File: src/rtl/fetch_unit.sv
// Fetch stage: owns the PC, issues in-order word fetches, tags responses with their
// addresses and buffers them for decode; redirects flush the buffer and drop stale responses.
module fetch_unit #(
    parameter logic [31:0] RESET_PC        = 32'h0000_0000,
    parameter int          FIFO_DEPTH      = 4,
    parameter int          MAX_OUTSTANDING = 2
) (
    input  logic        clk,
    input  logic        rst,
    output logic        imem_req_valid,
    input  logic        imem_req_ready,
    output logic [31:0] imem_req_addr,
    input  logic        imem_rsp_valid,
    input  logic [31:0] imem_rsp_data,
    input  logic        redirect_valid,
    input  logic [31:0] redirect_addr,
    input  logic        stall_in,
    output logic        out_valid,
    output logic [31:0] out_instr_addr,
    output logic [31:0] out_instr_dat
);

    localparam int OW = $clog2(MAX_OUTSTANDING + 1);
    localparam int CW = $clog2(FIFO_DEPTH + 1);
    localparam int PW = $clog2(FIFO_DEPTH);
    localparam int TW = (MAX_OUTSTANDING > 1) ? $clog2(MAX_OUTSTANDING) : 1;

    function automatic logic [TW-1:0] tag_inc(input logic [TW-1:0] p);
        if (p == TW'(MAX_OUTSTANDING - 1)) begin
            return '0;
        end else begin
            return p + TW'(1);
        end
    endfunction

    logic [31:0]   pc_q, pc_d;
    logic          credit_q, credit_d;
    logic [OW-1:0] outstanding_q, outstanding_d;
    logic [OW-1:0] drop_cnt_q, drop_cnt_d;
    logic [CW-1:0] fifo_cnt_q, fifo_cnt_d;
    logic [PW-1:0] wr_ptr_q, wr_ptr_d;
    logic [PW-1:0] rd_ptr_q, rd_ptr_d;
    logic [TW-1:0] tag_wr_q, tag_wr_d;
    logic [TW-1:0] tag_rd_q, tag_rd_d;
    logic          out_valid_q, out_valid_d;
    logic [31:0]   out_addr_q, out_addr_d;
    logic [31:0]   out_dat_q, out_dat_d;

    logic [31:0]   fifo_addr_q [FIFO_DEPTH];
    logic [31:0]   fifo_dat_q  [FIFO_DEPTH];
    logic [31:0]   tag_q       [MAX_OUTSTANDING];

    logic          accept_s;
    logic          rsp_s;
    logic          drop_s;
    logic          push_s;
    logic          pop_s;
    logic          fifo_full_s;
    logic [CW-1:0] remain_s;
    logic          unused_redirect_lsb_s;

    // Credit is precomputed from next-state counts, so it only ever reflects registered occupancy.
    assign imem_req_valid = credit_q && !redirect_valid;
    assign imem_req_addr  = pc_q;
    assign out_valid      = out_valid_q;
    assign out_instr_addr = out_addr_q;
    assign out_instr_dat  = out_dat_q;

    assign accept_s    = imem_req_valid && imem_req_ready;
    assign rsp_s       = imem_rsp_valid && (outstanding_q != '0);
    assign drop_s      = rsp_s && (drop_cnt_q != '0);
    assign push_s      = rsp_s && !drop_s && !redirect_valid;
    assign pop_s       = out_valid_q && !stall_in && !redirect_valid;
    assign fifo_full_s = (32'(fifo_cnt_q) == 32'(FIFO_DEPTH));
    assign remain_s    = fifo_cnt_q - CW'(pop_s);

    assign unused_redirect_lsb_s = ^redirect_addr[1:0];

    // Next-state for PC, request credit, in-flight/drop counters and tag-queue pointers.
    always_comb begin
        pc_d          = pc_q;
        outstanding_d = outstanding_q;
        drop_cnt_d    = drop_cnt_q;
        tag_wr_d      = tag_wr_q;
        tag_rd_d      = tag_rd_q;

        if (redirect_valid) begin
            pc_d = {redirect_addr[31:2], 2'b00};
        end else if (accept_s) begin
            pc_d = pc_q + 32'd4;
        end else begin
            pc_d = pc_q;
        end

        case ({accept_s, rsp_s})
            2'b10:   outstanding_d = outstanding_q + OW'(1);
            2'b01:   outstanding_d = outstanding_q - OW'(1);
            default: outstanding_d = outstanding_q;
        endcase

        // Everything still in flight after a redirect belongs to the old path.
        if (redirect_valid) begin
            drop_cnt_d = outstanding_d;
        end else if (drop_s) begin
            drop_cnt_d = drop_cnt_q - OW'(1);
        end else begin
            drop_cnt_d = drop_cnt_q;
        end

        tag_wr_d = accept_s ? tag_inc(tag_wr_q) : tag_wr_q;
        tag_rd_d = rsp_s ? tag_inc(tag_rd_q) : tag_rd_q;
    end

    // Next-state for the instruction buffer and the registered head presented to decode.
    always_comb begin
        fifo_cnt_d  = fifo_cnt_q;
        wr_ptr_d    = wr_ptr_q;
        rd_ptr_d    = rd_ptr_q;
        out_valid_d = 1'b0;
        out_addr_d  = out_addr_q;
        out_dat_d   = out_dat_q;
        credit_d    = 1'b0;

        if (redirect_valid) begin
            fifo_cnt_d = '0;
            wr_ptr_d   = '0;
            rd_ptr_d   = '0;
        end else begin
            case ({push_s, pop_s})
                2'b10:   fifo_cnt_d = fifo_cnt_q + CW'(1);
                2'b01:   fifo_cnt_d = fifo_cnt_q - CW'(1);
                default: fifo_cnt_d = fifo_cnt_q;
            endcase
            wr_ptr_d = push_s ? wr_ptr_q + PW'(1) : wr_ptr_q;
            rd_ptr_d = pop_s ? rd_ptr_q + PW'(1) : rd_ptr_q;
        end

        out_valid_d = (fifo_cnt_d != '0);
        // A push into an otherwise empty buffer bypasses storage straight into the head.
        if (redirect_valid) begin
            out_valid_d = 1'b0;
        end else if (push_s && (remain_s == '0)) begin
            out_addr_d = tag_q[tag_rd_q];
            out_dat_d  = imem_rsp_data;
        end else if (fifo_cnt_d != '0) begin
            out_addr_d = fifo_addr_q[rd_ptr_d];
            out_dat_d  = fifo_dat_q[rd_ptr_d];
        end else begin
            out_addr_d = out_addr_q;
            out_dat_d  = out_dat_q;
        end

        credit_d = (32'(outstanding_d) < 32'(MAX_OUTSTANDING)) &&
                   ((32'(outstanding_d) + 32'(fifo_cnt_d)) < 32'(FIFO_DEPTH));
    end

    // Control and output registers.
    always_ff @(posedge clk or posedge rst) begin
        if (rst) begin
            pc_q          <= RESET_PC;
            credit_q      <= 1'b0;
            outstanding_q <= '0;
            drop_cnt_q    <= '0;
            fifo_cnt_q    <= '0;
            wr_ptr_q      <= '0;
            rd_ptr_q      <= '0;
            tag_wr_q      <= '0;
            tag_rd_q      <= '0;
            out_valid_q   <= 1'b0;
            out_addr_q    <= 32'h0000_0000;
            out_dat_q     <= 32'h0000_0000;
        end else begin
            pc_q          <= pc_d;
            credit_q      <= credit_d;
            outstanding_q <= outstanding_d;
            drop_cnt_q    <= drop_cnt_d;
            fifo_cnt_q    <= fifo_cnt_d;
            wr_ptr_q      <= wr_ptr_d;
            rd_ptr_q      <= rd_ptr_d;
            tag_wr_q      <= tag_wr_d;
            tag_rd_q      <= tag_rd_d;
            out_valid_q   <= out_valid_d;
            out_addr_q    <= out_addr_d;
            out_dat_q     <= out_dat_d;
        end
    end

    // Buffer and tag storage; contents are qualified by the pointers, so no reset is needed.
    always_ff @(posedge clk) begin
        if (push_s) begin
            fifo_addr_q[wr_ptr_q] <= tag_q[tag_rd_q];
            fifo_dat_q[wr_ptr_q]  <= imem_rsp_data;
        end
        if (accept_s) begin
            tag_q[tag_wr_q] <= pc_q;
        end
    end

    fetch_unit_chk #(
        .MAX_OUTSTANDING (MAX_OUTSTANDING),
        .OW              (OW)
    ) u_chk (
        .clk_i         (clk),
        .rst_i         (rst),
        .push_i        (push_s),
        .fifo_full_i   (fifo_full_s),
        .accept_i      (accept_s),
        .outstanding_i (outstanding_q)
    );

endmodule

// Protocol checks on internal occupancy; the credit rule should make both unreachable.
module fetch_unit_chk #(
    parameter int MAX_OUTSTANDING = 2,
    parameter int OW              = 2
) (
    input logic          clk_i,
    input logic          rst_i,
    input logic          push_i,
    input logic          fifo_full_i,
    input logic          accept_i,
    input logic [OW-1:0] outstanding_i
);

    a_no_push_when_full: assert property (@(posedge clk_i) disable iff (rst_i)
        !(push_i && fifo_full_i));

    a_no_excess_outstanding: assert property (@(posedge clk_i) disable iff (rst_i)
        !(accept_i && (32'(outstanding_i) >= 32'(MAX_OUTSTANDING))));

endmodule

File: config.mk
export PLATFORM = sky130hd
export DESIGN_NAME = fetch_unit
export DESIGN_NICKNAME = d
export VERILOG_FILES = /design/src/rtl/fetch_unit.sv
export SDC_FILE = /design/constraint.sdc
export NUM_CORES = 1
export LEC_CHECK = 0
export CAP_MARGIN = 5
export CORE_UTILIZATION = 60
export CTS_CLUSTER_SIZE = 40
export DETAILED_ROUTE_END_ITERATION = 8
export DONT_BUFFER_PORTS = 1
export PLACE_DENSITY = 0.72
export SLEW_MARGIN = 20
export SYNTH_ARGS = -nofsm -noshare
export SYNTH_HDL_FRONTEND = slang
export SYNTH_HIERARCHICAL = 1
export SYNTH_SLANG_ARGS = --single-unit
File: constraint.sdc
create_clock -name clk -period 9.8 [get_ports clk]
set_input_delay 1.96 -clock clk [delete_from_list [all_inputs] [get_ports clk]]
set_output_delay 1.96 -clock clk [all_outputs]
set_load 0.02 [all_outputs]
# == After elaboration in Yosys (flattened, before gate mapping) ==
# Memories as Yosys holds them, arrays and structs flattened.
# Index checks and enable logic that the tools add are counted.
# op_classes
n_eq_ne,4
n_bitwise,1
n_mux,22
add_sub_neg,12
reduce_logical,22
magnitude_cmp,2
# ops
cell,n
32-bit 2-to-1 mux,6
32-bit by 3-bit adder with 32-bit output (second input constant),1
2-bit 2-to-1 mux,6
2-bit nonzero test,6
1-bit logical AND,10
1-bit 2-to-1 mux,7
2-bit by 1-bit adder with 2-bit output (second input constant),3
3-bit case mux with 2 select lines,1
2-bit by 3-bit adder with 4-bit output,1
2-bit by 1-bit == test with 1-bit output (second input constant),2
2-bit == test (second input constant),2
4-bit by 3-bit < comparator with 1-bit output (second input constant),1
2-bit case mux with 2 select lines,1
2-bit by 1-bit subtractor with 2-bit output (second input constant),2
3-bit by 1-bit adder with 3-bit output (second input constant),1
1-bit logical NOT,3
3-bit logical NOT,1
3-bit 2-to-1 mux,1
3-bit nonzero test,1
3-bit by 1-bit subtractor with 3-bit output,1
3-bit by 1-bit subtractor with 3-bit output (second input constant),1
1-bit adder (second input constant),2
2-bit < comparator (second input constant),1
2-bit AND reduction,1
1-bit NOT,1
# totals
in_bits,70
n_memories,3
ram_bits,320
reg_bits,111
wordCells,78
out_inout_bits,98
# mem_list
memory,words,word_bits,read_ports,rd_clocked_by_memory_dff,write_ports,line_no,source
fifo_addr_q,4,32,1,0,1,49,logic [31:0] fifo_addr_q [FIFO_DEPTH];
fifo_dat_q,4,32,1,0,1,50,logic [31:0] fifo_dat_q [FIFO_DEPTH];
tag_q,2,32,1,0,1,51,logic [31:0] tag_q [MAX_OUTSTANDING];

# == Logic depth before layout (Yosys ltp) ==
# Gate-level depths: netlist (run 1).
# logic_depth
depth_word,12
ltp_mapped,15
ltp_nobuf,12

# == Least setup slack after synthesis (run 1) ==
# OpenSTA, ideal clock, no wires.
# synth_path
path_type,in2reg
from,input port stall_in
to,register out_addr_q[10] (netlist: out_instr_addr[10])
t_required_ns,9.718
cell_stages,15
path_buffers,5
setup_ns,0.082
arrival_ns,4.836
setup_slack_ns,4.882
path_cell_list,nand2b_1 > clkbuf_1 > buf_2 > clkbuf_1 > nor2_1 > ha_1 > fa_1 > xnor2_1 > or3_1 > a31o_1 > clkbuf_1 > inv_2 > buf_2 > o211ai_1 > a31oi_1
# synth_between
elab_chain_cells,9
elab_cells_between_ends,18
classes_between,add/sub (1); eq/ne (2); mux (6); reduce/logical (8); memory (1)
# synth_rtl
element,line_no,source
from (decl),17,"input logic stall_in,"
1-bit logical NOT *,73,assign pop_s = out_valid_q && !stall_in && !redirect_valid;
1-bit logical AND * (2 in series),73,
2-bit by 1-bit == test with 1-bit output or 2-bit == test (tied branches),129,"case ({push_s, pop_s})"
3-bit case mux with 2 select lines,129,
3-bit 2-to-1 mux,124,if (redirect_valid) begin
3-bit nonzero test,145,end else if (fifo_cnt_d != '0) begin
2-bit nonzero test (no line),--,
2-bit AND reduction (no line),--,
to (signal assigned),183,out_addr_q <= out_addr_d;
to (decl),46,"logic [31:0] out_addr_q, out_addr_d;"
# Mark *: on every way between the ends. The rest lies on a longest branch, timed or not. The select of a mux whose other input is x is not followed.
# A chain may end at the register's enable or synchronous reset.

# == Final worst setup path (run 1) ==
# layout_path
from,input port redirect_valid
to,register out_dat_q[7] (netlist: out_instr_dat[7])
# layout_between
elab_chain_cells,8
elab_cells_between_ends,19
classes_between,add/sub (1); eq/ne (2); mux (6); bitwise (1); reduce/logical (8); memory (1)
# layout_rtl
element,line_no,source
from (decl),15,"input logic redirect_valid,"
1-bit logical NOT,"72, 73",
"1-bit logical AND, on equally long branches","73, 72",
2-bit by 1-bit == test with 1-bit output or 2-bit == test (tied branches),129,
3-bit case mux with 2 select lines,129,
3-bit 2-to-1 mux,124,
3-bit nonzero test,145,
2-bit nonzero test (no line),--,
2-bit AND reduction (no line),--,
to (signal assigned),184,out_dat_q <= out_dat_d;
to (decl),47,"logic [31:0] out_dat_q, out_dat_d;"
# Several ways; a longest one is shown, not always the timed one. The select of a mux whose other input is x is not followed.

==> flow_metrics.py, run 1 <==
metrics = {
    "clocking": {
        "ctsHoldBuffers": 0,
        "cts.sinks": 415,
        "path_clk_slew_ns": 0.06,
        "clk_path_buf_depth": 3,
        "cts_tree": "yes",
        "insertion_delay_ns": 0.53,
        "htreeDepth": 2,
        "cts_setup_buffers": 0,
        "cts_resized": 0,
        "cts_buffers": 42,
        "clockRootBuffer": "clkbuf_16",
    },
    "setup_path": {
        "worstRegToRegCells": 11,
        "critPathKind": "in2reg",
        "path_max_fanout": 71,
        "r2r_end": "out_instr_dat[7]",
        "endpoint_kind": "flip-flop",
        "required_ns": 10.16,
        "r2r_slack_ns": 5.39,
        "arrival_ns": 5.82,
        "start_kind": "primary input",
        "r2r-start": "out_valid",
    },
    "synthesis": {
        "synth_top_family_by_area": "compound AO/OA/AOI/OAI gates",
        "synth-edff-count": 308,
        "synth-compound-area-share_pct": 11.3,
        "syn_inst": 1281,
        "synth.distinct_cells": 46,
        "synth_area_leaders": "edfxtp_1, dfrtp_1, a211oi_1",
        "synth_top_area_share_pct": 52.1,
        "yosysWarnings": 6,
        "synthMuxAreaShare_pct": 9.58,
        "yosys.area.top_type": "edfxtp_1",
        "ys_seq_area_share_pct": 67.2,
        "ys_ff_latch": 415,
        "synthAdderAreaFrac_pct": 0.818,
        "avgSynthCellArea_um2": 13.9,
        "synthFlopType": "edfxtp_1",
        "synthSimpleGateAreaFrac_pct": 6.55,
        "synthArstFlopShare_pct": 25.8,
        "syn_area_um2": 17700,
        "synth-xor-area-share_pct": 1.58,
    },
    "global_route": {
        "grt_usage_pct": 24.7,
        "antenna_found_initial": 0,
        "grt_pass1_wl_um": 58200,
        "overflow": 0,
        "grt_max_degree": 97,
        "grt_pass1_vias": 10400,
    },
    "floorplan": {
        "start_util_pct": 61.3,
        "rows": 62,
        "die_w_um": 174,
        "ios": 168,
        "dieHeight_um": 174,
        "die_area_um2": 30300,
        "core_region_area_um2": 28900,
    },
    "detailed_routing": {
        "drt.antenna.violating_nets": 0,
        "wl_per_cell_um": 22.3,
        "vias_per_cell": 6.33,
        "via_count": 10500,
        "wl_um": 36900,
        "first_iter_violations": 787,
        "drcViolationCount": 0,
        "first_pass_iters": 5,
    },
    "run": {
        "max-cap-violations": 0,
    },
    "min_path": {
        "hold_end": "tag_wr_q",
        "min_path_type": "reg2reg",
        "hp-start": "tag_wr_q",
        "min_path_cells": 1,
    },
    "cells_and_area": {
        "drive_gt1_share_pct": 10.4,
        "syn2layout_area_growth_pct": 9.34,
        "final_common_cell": "edfxtp_1",
        "final_util_pct": 67.1,
        "fill_cells": 1991,
        "mostFrequentLayoutCells": "edfxtp_1, a211oi_1, dfrtp_1",
        "final_cells": 1652,
        "antenna_cells": 0,
        "nets": 1317,
    },
    "pwr": {
        "ir_drop_v": 0.000145,
        "power_uw": 4950,
        "power_density_nw_per_um2": 255,
        "p_leak_uw": 0.00656,
    },
    "sta": {
        "fin_tns_setup_ns": 0,
        "finalHoldViolCount": 0,
        "drv_slew": 0,
        "clock.fmax_mhz": 183,
        "hold_ws_ns": 0.525,
        "fin_crit_sh_pct": 55.7,
        "worst_slew_pin_slew_ns": 1.10,
        "setup_viol": 0,
        "clock_skew_ns": 0.0172,
        "max_slew_margin_pct": 26.7,
        "rsz0062_at_grt": "false",
        "period_needed_ns": 5.46,
    },
    "place": {
        "routabilityCongestion": 0.754,
        "port_buffers": 0,
        "dp_hpwl_um": 19800,
        "placedCellCount": 1576,
    },
    "run_status": {
        "outcome": "completed",
    },
}
[flip-flops by register name, summed over array words and instances, names as in the netlist]
name and flops:
tag_q 60, out_instr_dat 32, fifo_dat_q 128, rd_ptr_q 2, tag_rd_q 1, drop_cnt_q 2
out_valid 1, imem_req_addr 30, fifo_cnt_q 3, wr_ptr_q 2, fifo_addr_q 120, out_instr_addr 30
outstanding_q 2, tag_wr_q 1, credit_q 1
[how the worst max path moves through the flow]
| stage | start | to | slack [ns] |
|---|---|---|---|
| 2_1_floorplan | stall_in | out_instr_addr[10] | 4.88 |
| 3_3_place_gp | redirect_valid | out_instr_dat[1] | 3.95 |
| 3_5_place_dp | redirect_valid | out_instr_dat[1] | 3.79 |
| 4_1_cts | redirect_valid | out_instr_addr[30] | 4.34 |
| 5_1_grt | redirect_valid | out_instr_dat[1] | 4.20 |
| 6_report | redirect_valid | out_instr_dat[7] | 4.34 |
[metrics by stage]
step | setup WS (ns) | area (µm²)
floorplan | 4.88 | 17800
global placement | 3.95 | 18000
detailed placement | 3.79 | 18000
CTS | 4.34 | 19400
global route | 4.20 | 19400
finish | 4.34 | 19400
[metal layers]
layer / global-route usage, % / share of wire [%] / wire length (µm) / up-vias
li1: - / - / - / 4818
met1: 34.0 / 44 / 16200 / 5233
met2: 40.3 / 48 / 17600 / 359
met3: 5.12 / 6.4 / 2370 / 51
met4: 6.58 / 1.8 / 661 / 0
met5: 0 / 0 / 0 / -
[report_power, final]
part	switching, µW	total (µW)	leakage, µW	internal, µW
Combinational	468	747	0.00177	279
Sequential	356	2550	0.00408	2190
Clock	646	1660	0.000716	1020
Total	1470	4950	0.00656	3480
[cell type report]
type / instances / area, µm² / area share (%)
Tap cell: 384 / 480 / 2.48
Multi-Input combinational cell: 747 / 5390 / 27.8
Timing Repair Buffer: 13 / 97.6 / 0.503
Inverter: 17 / 66.3 / 0.342
Clock inverter: 26 / 300 / 1.55
Sequential cell: 415 / 11900 / 61.5
Clock buffer: 50 / 1140 / 5.90
[logic make-up (layout without fill, tap and decap cells)]
group | Yosys count | in the layout
muxes | 158 | 158
buffers and inverters | 122 | 106
DFF | 415 | 415
and+or+nand+nor | 254 | 254
other | 1 | 4
AOI/OAI and AO/OA | 288 | 288
adders and majority gates | 11 | 11
xor gates and xnor gates | 32 | 32
[cells in the mapped netlist, types with 19 or more instances]
| master | count |
|---|---|
| a211oi_1 | 124 |
| a31oi_1 | 62 |
| buf_2 | 34 |
| clkbuf_1 | 62 |
| dfrtp_1 | 107 |
| edfxtp_1 | 308 |
| mux2_1 | 62 |
| mux2_2 | 32 |
| mux2i_1 | 64 |
| nand2_1 | 105 |
| nand3_1 | 19 |
| nor2_1 | 79 |
| o211ai_1 | 65 |
| xnor2_1 | 21 |
[critical path, cell delays in order]
cell and delay [ns]:
inv_1 0.25, and3_1 0.36, inv_1 0.08, ha_1 0.24, fa_1 0.40, xnor2_1 0.15
o21ai_0 0.27, a31o_4 0.84, inv_2 0.43, buf_4 0.46, o211ai_1 0.21, a31oi_1 0.11
Power figures use the tool's default switching activity.
==> inputs of run 2 (changes only) <==
- CORE_UTILIZATION: 60 -> 57
- PLACE_DENSITY: 0.72 -> 0.71
- clock period: 9.8 -> 5 ns (I/O delays scaled with it)
==> run 2 against run 1 <==
Net effect: power increased by 95%; critical path type unchanged; first-iteration DRC count increased by 1.8%; clock power increased by 93%.
==> flow_metrics.py, run 2 (synthesis gave the netlist of run 1 again) <==
metrics = {
    "run_status": {
        "outcome": "completed",
    },
    "cells_and_area": {
        "top_regs": "fifo_dat_q (128), fifo_addr_q (120), tag_q (60)",
        "syn2layout_area_growth_pct": 9.69,
        "regMostFlops": "fifo_dat_q",
        "final_cells": 1675,
        "largest_reg_flops": 128,
        "antenna_cells": 0,
        "mostFrequentLayoutCells": "edfxtp_1, a211oi_1, dfrtp_1",
        "nets": 1326,
        "stdcell_area_um2": 19500,
        "final_common_cell": "edfxtp_1",
        "drive_gt1_share_pct": 10.9,
    },
    "sta": {
        "period_needed_ns": 3.41,
        "clock_skew_ns": 0.0174,
        "fin_crit_sh_pct": 68.3,
        "drv_slew": 0,
        "fin_tns_setup_ns": 0,
        "hold_ws_ns": 0.372,
        "setup_viol": 0,
        "worst_slew_pin_slew_ns": 1.06,
        "rsz0062_at_grt": "false",
        "finalHoldViolCount": 0,
        "clock.fmax_mhz": 293,
        "max_slew_margin_pct": 29.0,
    },
    "pwr": {
        "p_leak_uw": 0.00657,
        "switching_share_pct": 30.2,
        "ir_drop_v": 0.000246,
        "p_clk_share_pct": 33.1,
        "pwr-share-seq_pct": 51.7,
        "p_sw_uw": 2920,
        "power_density_nw_per_um2": 497,
        "power.internal_uw": 6750,
        "p_comb_share_pct": 15.2,
    },
    "min_path": {
        "min_path_type": "in2async",
    },
    "floorplan": {
        "dieHeight_um": 178,
        "core_region_area_um2": 30600,
        "start_util_pct": 58.0,
        "ios": 168,
        "rows": 64,
        "die_w_um": 178,
        "die_area_um2": 31800,
    },
    "clocking": {
        "cts_buffers": 43,
        "cts_resized": 0,
        "ctsHoldBuffers": 0,
        "htreeDepth": 2,
        "clockRootBuffer": "clkbuf_16",
        "cts.sinks": 415,
        "insertion_delay_ns": 0.54,
        "path_clk_slew_ns": 0.06,
        "cts_tree": "yes",
        "cts_setup_buffers": 0,
        "clk_path_buf_depth": 3,
    },
    "place": {
        "placed_area_um2": 18000,
        "port_buffers": 0,
        "placedCellCount": 1596,
        "dp_hpwl_um": 21000,
        "routabilityCongestion": 0.730,
    },
    "detailed_routing": {
        "first_pass_iters": 5,
        "first_iter_violations": 801,
        "vias_per_cell": 6.27,
        "via_count": 10500,
        "drt.antenna.violating_nets": 0,
        "drcViolationCount": 0,
        "wl_um": 37800,
        "wl_per_cell_um": 22.6,
    },
    "setup_path": {
        "start_kind": "primary input",
        "crit_top_cell": "inv_1",
        "critical_path_buf_inv_count": 4,
        "cpPeakStageDelay_ns": 0.39,
        "path_max_fanout": 71,
        "critical_path.top_delay_family": "buffers and inverters",
        "arrival_ns": 3.87,
        "cp_slowest_cell": "buf_4",
        "critPathKind": "in2reg",
        "endpoint_kind": "flip-flop",
        "required_ns": 5.46,
        "cp_cell_sequence": "inv_1 > and3_1 > inv_1 > ha_1 > fa_1 > xnor2_1 > or3_1 > a31o_4 > inv_2 > buf_4 > o211ai_1 > a31oi_1",
    },
    "global_route": {
        "grt_pass1_vias": 10500,
        "overflow": 0,
        "antenna_found_initial": 0,
        "grt_usage_pct": 24.0,
        "grt_pass1_wl_um": 58400,
        "grt_max_degree": 125,
    },
    "run": {
        "max-cap-violations": 0,
    },
}
-- run 2: path summary, 6_finish.rpt --
kind / start / end / slack [ns] / depth (start not counted)
min reg2reg: tag_rd_q / tag_rd_q / 0.48 / 1
min in group clk: tag_rd_q / tag_rd_q / 0.48 / 1
max in group asynchronous: rst / imem_req_addr[14] / 3.68 / 2
max: redirect_valid / out_instr_addr[13] / 1.59 / 12
min: rst / out_instr_addr[13] / 0.37 / 1
max reg2reg: drop_cnt_q[0] / out_instr_addr[13] / 1.68 / 13
-- run 2: stage by stage --
stage | worst slack [ns] | total power, µW | utilization (%)
2_1_floorplan | 1.04 | 6060 | -
3_3_place_gp | 1.05 | 6480 | 59.0
3_5_place_dp | 0.995 | 6550 | 59.0
4_1_cts | 1.55 | 9730 | 63.6
5_1_grt | 1.37 | 10100 | 63.6
6_report | 1.59 | 9660 | 63.6
-- run 2: power by group through the flow --
stage,sequential (µW),combinational [µW],clock (µW)
after floorplan,4930,1130,0
after global placement,5060,1420,0
after detailed placement,5070,1470,0
after CTS,5010,1490,3240
after global routing,5070,1650,3380
final,5000,1470,3200
-- run 2: cell type report --
| class | instances | area [µm²] |
|---|---|---|
| multi-input combinational | 747 | 5390 |
| clock buffer | 58 | 1200 |
| inverter | 17 | 66.3 |
| clock inverter | 21 | 215 |
| sequential | 415 | 11900 |
| fill | 2269 | 11100 |
| tap | 396 | 495 |
| timing repair buffer | 21 | 170 |
-- run 2: routing by layer --
| layer | up-vias | GRT usage [%] | share of wire [%] |
|---|---|---|---|
| li1 | 4823 | - | - |
| met1 | 5248 | 32.7 | 43 |
| met2 | 360 | 39.0 | 48 |
| met3 | 70 | 4.67 | 6.7 |
| met4 | 0 | 7.31 | 2.6 |
| met5 | - | 0 | 0 |
